### src/rtl/pattern_fifo.sv
// Purpose: small synchronous FIFO buffering pattern words ahead of the checker.
// Latency: a word pushed at edge N is visible on rdata after edge N; no push-to-pop bypass.
// Backpressure: push is ignored while full (even with a same-cycle pop); pop ignored while empty.
// Ports: clk/rst (sync, active-high), push/wdata in, pop, rdata = head slot, full/empty flags.
module pattern_fifo #(
    parameter int WIDTH = 5,
    parameter int DEPTH = 4
) (
    input  logic             clk,
    input  logic             rst,
    input  logic             push,
    input  logic             pop,
    input  logic [WIDTH-1:0] wdata,
    output logic [WIDTH-1:0] rdata,
    output logic             full,
    output logic             empty
);

    localparam int AW = (DEPTH > 1) ? $clog2(DEPTH) : 1;
    localparam int CW = AW + 1;

    logic [WIDTH-1:0] mem [DEPTH];
    logic [AW-1:0]    wptr;
    logic [AW-1:0]    rptr;
    logic [CW-1:0]    count;
    logic             do_push;
    logic             do_pop;

    assign full    = (count == CW'(DEPTH));
    assign empty   = (count == '0);
    assign do_push = push && !full && !rst;
    assign do_pop  = pop && !empty;
    // Head slot is always driven, even when empty (stale data is don't-care then).
    assign rdata   = mem[rptr];

    // DEPTH is a power of two, so the pointers wrap naturally at AW bits.
    always_ff @(posedge clk) begin
        if (rst) begin
            wptr  <= '0;
            rptr  <= '0;
            count <= '0;
        end else begin
            if (do_push) wptr <= wptr + AW'(1);
            if (do_pop)  rptr <= rptr + AW'(1);
            case ({do_push, do_pop})
                2'b10:   count <= count + CW'(1);
                2'b01:   count <= count - CW'(1);
                default: count <= count;
            endcase
        end
    end

    always_ff @(posedge clk) begin
        if (do_push) mem[wptr] <= wdata;
    end

endmodule

### config.mk
export PLATFORM = sky130hd
export DESIGN_NAME = pattern_fifo
export DESIGN_NICKNAME = d
export VERILOG_FILES = /design/src/rtl/pattern_fifo.sv
export SDC_FILE = /design/constraint.sdc
export NUM_CORES = 1
export LEC_CHECK = 0
export CAP_MARGIN = 10
export CORE_MARGIN = 1
export CORE_UTILIZATION = 25
export DETAILED_ROUTE_END_ITERATION = 6
export HOLD_SLACK_MARGIN = 0.1
export SYNTH_ARGS = -nofsm -noshare
export SYNTH_HDL_FRONTEND = slang
export SYNTH_SLANG_ARGS = --single-unit
### constraint.sdc
create_clock -name clk -period 2.3 [get_ports clk]
set_input_delay 0.345 -clock clk [delete_from_list [all_inputs] [get_ports clk]]
set_output_delay 0.345 -clock clk [all_outputs]
set_load 0.01 [all_outputs]
== Word-level counts from Yosys, hierarchy flattened ==
Memories as Yosys holds them, arrays and structs flattened. A register that Yosys moved wholly into a read port is not among the register bits.
Cells that the tools add are included.
Widths: inputs -> output; s select.

* Equal/unequal tests: 3
* Reductions and logical operators: 8
* Add/sub/neg operators: 4
* Muxes and demuxes: 5

{| class="wikitable"
|+ Operators by type and width
! operator !! count
|-
| $pmux 3 s2 || 1
|-
| $add 2x1->2 const B || 2
|-
| $mux 2 || 2
|-
| $add 3x1->3 const B || 1
|-
| $eq 3x3->1 const B || 1
|-
| $logic_and 1x1->1 || 3
|-
| $logic_not 1->1 || 3
|-
| $logic_not 3->1 || 1
|-
| $sub 3x1->3 const B || 1
|-
| $eq 2x1->1 const B || 1
|-
| $eq 2x2->1 const B || 1
|-
| $mux 1 || 2
|-
| $reduce_bool 2->1 || 1
|}

* Register bits: 7
* Output and inout port bits: 7
* Memories kept: 1
* Logic and storage cells: 24
* Bits in writable memories: 20

{| class="wikitable"
|+ Memories
! memory !! words !! width !! rd ports !! clocked after memory_dff !! wr ports !! line !! text
|-
| mem || 4 || 5 || 1 || 1 || 1 || 22 || <nowiki>logic [WIDTH-1:0] mem [DEPTH];</nowiki>
|}

== Depth between registers and ports, before layout ==
Gate-level depths: netlist (run 1).

* Word-level depth: 6
* Depth in mapped cells: 9

== Worst setup path before layout (run 1) ==
Ideal clock, no wire load.

* Path type: reg-to-reg
* From: register count[2]
* To: register count[2]
* Data arrival time: 1997 ps
* Data required time: 2230 ps
* Buffers on the path: 0
* Setup slack: 233 ps
* Library setup time: 70 ps
* Cell stages (with the launch flop): 10
* Clock period less this slack: 2067 ps
* Cells stage by stage: dfxtp_1 -> nor3b_2 -> nor3b_4 -> inv_1 -> ha_1 -> inv_1 -> fa_1 -> xor2_1 -> or3_1 -> a21oi_1

* Longest elaborated chain between the ends: 6

{| class="wikitable"
|+ RTL lines
! what !! line !! text
|-
| from (decl) || 25 || <nowiki>logic [CW-1:0] count;</nowiki>
|-
| from (signal assigned) || 46 || <nowiki>2'b10: count <= count + CW'(1);</nowiki>
|-
| from (signal assigned) || 47 || <nowiki>2'b01: count <= count - CW'(1);</nowiki>
|-
| from (signal assigned) || 48 || <nowiki>default: count <= count;</nowiki>
|-
| $eq 3x3->1 * || 29 || <nowiki>assign full = (count == CW'(DEPTH));</nowiki>
|-
| net full || 15 || <nowiki>output logic full,</nowiki>
|-
| $logic_not 1->1 * || 31 || <nowiki>assign do_push = push && !full && !rst;</nowiki>
|-
| $logic_and 1x1->1 * (2 in a row) || 31 ||
|-
| $eq 2x1->1 / $eq 2x2->1 (equally long branches) || 45 || <nowiki>case ({do_push, do_pop})</nowiki>
|-
| $pmux 3 s2 / $reduce_bool 2->1 (equally long branches) || n/a ||
|}

The timed path passes the listed nets; every way through them passes the cells marked *.
A chain may end at the register's enable or synchronous reset.

== Worst setup path after layout (run 1) ==
* From: register count[2]
* To: register count[2]

* Longest elaborated chain between the ends: 6

{| class="wikitable"
|+ RTL lines
! what !! line
|-
| $eq 3x3->1 || 29
|-
| $logic_not 1->1 || 31
|-
| $logic_and 1x1->1 (2 in a row) || 31
|-
| $eq 2x1->1 / $eq 2x2->1 (equally long branches) || 45
|-
| $pmux 3 s2 / $reduce_bool 2->1 (equally long branches) || n/a
|}

Parallel ways exist; a longest one is shown, timed or not.

==> flow_summary.yaml, run 1 <==
drt:
  vias: 679
  route.detailed.vias_per_inst: 4.47
  drt_wl_total_mm: 1.98
  wire_per_inst_um: 13.0
  drtIter0Drc: 35
  drc: 0
  dr.pass1.iters: 4
  ant_nets: 0
finish:
  final_area_mm2: 0.00154
  drive_above_1_share_pct: 21.0
  multi_input_area_um2: 390
  final_nets: 114
  area_delta_synth_final_pct: 27.2
  num_antenna_cells: 0
  ff_latch_area_um2: 782
  fillerInstances: 451
timing:
  finClkSkew_ps: 6.57
  timing.hold.ws_ps: 487
  worst_pin_slew_ps: 386
  rsz0062_at_grt: "no"
  relSlewSlack_pct: 74.1
  final.setup.tns_ps: 0
  fin_crit_sh_pct: 92.8
  drv_slew: 0
  fin_crit_ps: 2130
  report.final.setup_viol: 0
  finalHoldViolCount: 0
  fmax_mhz: 468
worst_setup_path:
  crit_arrival_ps: 2330
  ff2ff_setup_slack_ps: 170
  start_kind: "flop"
  end_kind: "flop"
  cp_max_fo: 5
  crit_type: "reg -> reg"
  critPathRequiredTime_ps: 2500
floorplan:
  die_w_um: 71.5
  fp.dieH_um: 71.5
  core_area_mm2: 0.00450
  initial_core_util_pct: 26.8
  ioPinCount: 16
  die_area_mm2: 0.00511
  rows: 24
pwr:
  ir_drop_v: 0.000484
  p_per_area_mw_per_mm2: 1060
  p_leak_nw: 0.538
synthesis:
  yosys_warnings: 0
  async_reset_ff_share_pct: 0
  synth_top_cell_by_area: "edfxtp_1"
  ys.flop_type: "edfxtp_1"
  synth-edff-count: 20
  avgSynthCellArea_um2: 15.7
  synth_cell_types: 22
  synth_top_cell_area_share_pct: 49.7
  yosysSeqAreaShare_pct: 64.7
  synth_cells: 77
  synth_seq_cells: 29
  synth_fp_nets: 92
  synth_area_leaders: "edfxtp_1 50%, dfxtp_1 15%, mux4_2 9.3%, ha_1 5.2%, and2_2 2.5%"
  netlist_area_mm2: 0.00121
clocking:
  cts-resized-gates: 0
  cts_tree: "done"
  clockRootBuffer: "clkbuf_8"
  clk_pin_slew_ps: 60
  htree_levels: 2
  cts.hold.buffers_added: 0
  cts_made_buffers: 5
  insertion_delay_ps: 280
  cts_setup_buffers: 0
  clock-sinks: 29
  clock_path_buffers: 2
global_routing:
  antenna_found_initial: 0
  grt_first_pass_wirelength_mm: 3.26
  grt_pass1_vias: 702
  grt_max_degree: 10
  grt_util_all_layers_pct: 8.95
  overflow: 0
place:
  io_buffers: 15
  gp_congestion: 0.737
  dp.final_hpwl_mm: 1.47
  placed_cell_area_mm2: 0.00143
flow_run:
  cap_violations: 0
min_path:
  min_path_type: "reg -> reg"
status:
  outcome: "complete, no violations"
[state kept, by name, indices dropped and copies added, names as in the netlist, named ones only]
name and cells:
count 3, mem 20, rptr 2, wptr 2
[report_power, final]
part           leakage (nW)  total [mW]  internal (mW)  switching, mW
Combinational         0.229       0.423          0.239          0.184
Sequential            0.256       0.701          0.629         0.0720
Clock                0.0528       0.501          0.319          0.182
[cell usage after synthesis, drive strengths merged (2+ instances only)]
master	n
a21oi	3
and2	4
dfxtp	9
edfxtp	20
ha	5
inv	7
mux4	5
nor2	6
nor3b	2
o21ai	2
or3	2
xor2	3
[cells by family after synthesis]
group	count (synthesis)	synth area share, %
fa+ha+maj	6	6.84
mux	7	11.4
flops	29	64.7
buf+inv	9	3.00
xor+xnor	3	2.18
simple gates	17	9.22
compound gates	6	2.69
[per-stage QoR]
step	power, mW	utilization [%]	std cells	worst slack (ps)
after CTS	1.64	34.1	152	48.5
after global placement	1.12	31.7	144	77.3
after global routing	1.72	34.1	152	54.4
after detailed placement	1.14	31.7	144	13.1
after floorplan	0.959	-	77	233
final	1.63	34.1	152	165
[layer usage]
| metal | routed length (µm) | GRT usage (%) |
|---|---|---|
| met1 | 817 | 9.24 |
| met2 | 1010 | 15.0 |
| met3 | 133 | 4.08 |
| met4 | 21 | 5.23 |
| met5 | 0 | 0 |
[area by class of cell]
cell class	count	area share, %
Inverter	7	1.71
Sequential cell	29	50.9
Timing Repair Buffer	17	10.8
Multi-Input combinational cell	39	25.4
Clock buffer	6	4.73
Tap cell	52	4.24
Clock inverter	2	2.20
[worst paths after layout]
check | start | cells past startpoint | end
worst max-delay path | count[2]$_SDFFE_PP0P_ | 9 | count[2]$_SDFFE_PP0P_
worst min-delay path | rptr[1]$_SDFFE_PP0P_ | 2 | flop
worst max register to register | count[2]$_SDFFE_PP0P_ | 9 | count[2]$_SDFFE_PP0P_
worst min register to register | rptr[1]$_SDFFE_PP0P_ | 2 | flop
[placed cells by master (no fill, tap or decap), types with 2 or more instances in the layout]
master / instances
edfxtp_1: 20
clkdlybuf4s50_1: 15
dfxtp_1: 8
inv_1: 7
nor2_1: 6
mux4_2: 5
ha_1: 5
clkbuf_8: 5
and2_2: 4
a21oi_1: 3
xor2_1: 3
o21ai_0: 2
or3_1: 2
buf_4: 2
[critical path, stage by stage (launching register included)]
cell and delay, ps:
dfxtp_1 390, nor3b_2 300, nor3b_4 80, inv_1 70, ha_1 170, inv_1 60, fa_1 370, xor2_1 150
or3_1 300, a21oi_1 170
No activity file was read; power rests on OpenSTA's default activity.
==> run 2: changes to the inputs <==
clock period = 1.8 ns   (was 2.3 ns; I/O delays follow)
==> run 2 against run 1 <==
  * The flow now finishes with violations (setup timing)
  * Sequential cell count unchanged
  * Worst hold slack better by 24 ps
  * Maximum frequency up 8.5%
  * Critical path depth unchanged
  * Die area unchanged
  * Design area up 8.8%
  * Combinational power up 81%
  * Sequential power up 25%
  * Final cell count up 8.6%
  * Sequential share of layout area down 3.6 points
  * Setup slack worse by 330 ps
  * Power up 40%
  * Critical endpoint unchanged
  * Largest cell class unchanged
  * Highest routed layer unchanged
==> flow_summary.yaml, run 2 (synthesis gave the netlist of run 1 again) <==
status:
  outcome: "finished with violations"
  violations: "setup timing"
worst_setup_path:
  reg2reg_from: "count[0]$_SDFFE_PP0P_"
  ff2ff_setup_slack_ps: -170
  end_kind: "flop"
  cp_max_fo: 2
  crit_arrival_ps: 2170
  start_kind: "flop"
  r2r_cells: 9
  critPathRequiredTime_ps: 2000
  crit_type: "reg -> reg"
  r2r_end: "count[2]$_SDFFE_PP0P_"
timing:
  fmax_mhz: 508
  layout_setup_ws_ps: -168
  finalHoldViolCount: 0
  finClkSkew_ps: 3.00
  rsz0062_at_grt: "yes"
  fin_crit_ps: 1970
  relSlewSlack_pct: 82.9
  worst_pin_slew_ps: 256
  drv_slew: 0
  final.setup.tns_ps: -223
  fin_crit_sh_pct: 109
  report.final.setup_viol: 2
global_routing:
  antenna_found_initial: 0
  overflow: 0
  grt_util_all_layers_pct: 10.2
  grt_first_pass_wirelength_mm: 3.68
  grt_pass1_vias: 827
  grt_max_degree: 10
finish:
  area_delta_synth_final_pct: 38.3
  reg_top3: "mem: 20 flops, count: 3 flops"
  final_area_mm2: 0.00167
  num_antenna_cells: 0
  fin_util_pct: 37.1
  regMostFlops: "mem"
  layout_common_cells: "20 x edfxtp_1, 14 x buf_4, 8 x clkdlybuf4s50_1"
  largest_register_ffs: 20
  final_common_cell: "edfxtp_1"
  drive_above_1_share_pct: 37.2
  final_nets: 127
pwr:
  swShare_pct: 27.2
  switchingPower_mw: 0.619
  p_total_mw: 2.27
  combPwrFrac_pct: 33.7
  ir_drop_v: 0.000802
  p_int_mw: 1.66
  p_leak_nw: 0.612
  seqPwrFrac_pct: 38.4
  power_frac_clock_pct: 27.9
  p_per_area_mw_per_mm2: 1360
clocking:
  insertion_delay_ps: 270
  clock-sinks: 29
  clock_path_buffers: 2
  clk_pin_slew_ps: 60
  cts_made_buffers: 5
  cts_tree: "done"
  clockRootBuffer: "clkbuf_8"
  htree_levels: 2
drt:
  drtIter0Drc: 25
  wire_per_inst_um: 13.7
  route.detailed.vias_per_inst: 4.35
  drc: 0
  ant_nets: 0
  vias: 718
  drt_wl_total_mm: 2.26
  dr.pass1.iters: 3
min_path:
  worstHoldEndpoint: "rptr[1]$_SDFFE_PP0P_"
  hp-start: "rptr[1]$_SDFFE_PP0P_"
  min_path_type: "reg -> reg"
  holdPathStages: 2
place:
  dp.final_hpwl_mm: 1.69
  io_buffers: 15
  gp_congestion: 0.713
  preCtsSetupSlack_ps: -366
  placed_cell_area_mm2: 0.00153
floorplan:
  ioPinCount: 16
  initial_core_util_pct: 26.8
  die_w_um: 71.5
  die_area_mm2: 0.00511
  rows: 24
  fp.dieH_um: 71.5
  core_area_mm2: 0.00450
flow_run:
  cap_violations: 0
==> run 2: timing repair <==
action                                  CTS  global route
hold buffers                              0             0
endpoints found under the setup margin    9             6
resized for setup                        13             4
setup buffers                             3             0
pin swaps                                 1             2
endpoints found under the hold margin     0             0
==> run 2: routing by layer <==
metal | up-vias | global-route usage, % | part of all wire [%]
met4 | 0 | 5.23 | 1.8
li1 | 344 | - | -
met3 | 5 | 4.22 | 5.7
met2 | 19 | 19.2 | 54
met1 | 350 | 9.29 | 38
met5 | - | 0 | 0
==> run 2: area by class of cell <==
class	instances	area (µm²)
Tap cell	52	65.1
Clock buffer	6	72.6
Inverter	7	26.3
Clock inverter	2	33.8
Multi-Input combinational cell	39	409
Timing Repair Buffer	30	273
Fill cell	435	2830
Sequential cell	29	791
==> run 2: power groups by stage <==
stage / combinational (mW) / sequential, mW / clock, mW
global placement: 0.717 / 0.879 / 0
CTS: 0.771 / 0.874 / 0.656
detailed placement: 0.763 / 0.885 / 0
floorplan: 0.380 / 0.872 / 0
finish: 0.766 / 0.873 / 0.636
global route: 0.830 / 0.882 / 0.691
==> run 2: worst max-delay path by stage <==
stage,startpoint,to,depth (start not counted)
after floorplan,count[0]$_SDFFE_PP0P_,count[2]$_SDFFE_PP0P_,9
after global placement,rst,count[2]$_SDFFE_PP0P_,9
after detailed placement,pop,count[2]$_SDFFE_PP0P_,9
after CTS,count[1]$_SDFFE_PP0P_,count[2]$_SDFFE_PP0P_,9
after global routing,count[0]$_SDFFE_PP0P_,count[2]$_SDFFE_PP0P_,9
final,count[0]$_SDFFE_PP0P_,count[2]$_SDFFE_PP0P_,9
==> run 2: worst max-delay path, stage by stage, from the launching register on <==
cell and delay (ps):
dfxtp_4 350, nor3b_4 280, nor3b_4 70, inv_1 60
ha_2 180, inv_2 40, fa_2 330, xor2_1 160
or3_1 300, a21oi_1 120
==> run 2: per-stage QoR <==
step	hold slack (ps)	instances
floorplan	369	77
global placement	465	154
detailed placement	502	154
CTS	510	165
global route	556	165
finish	512	165
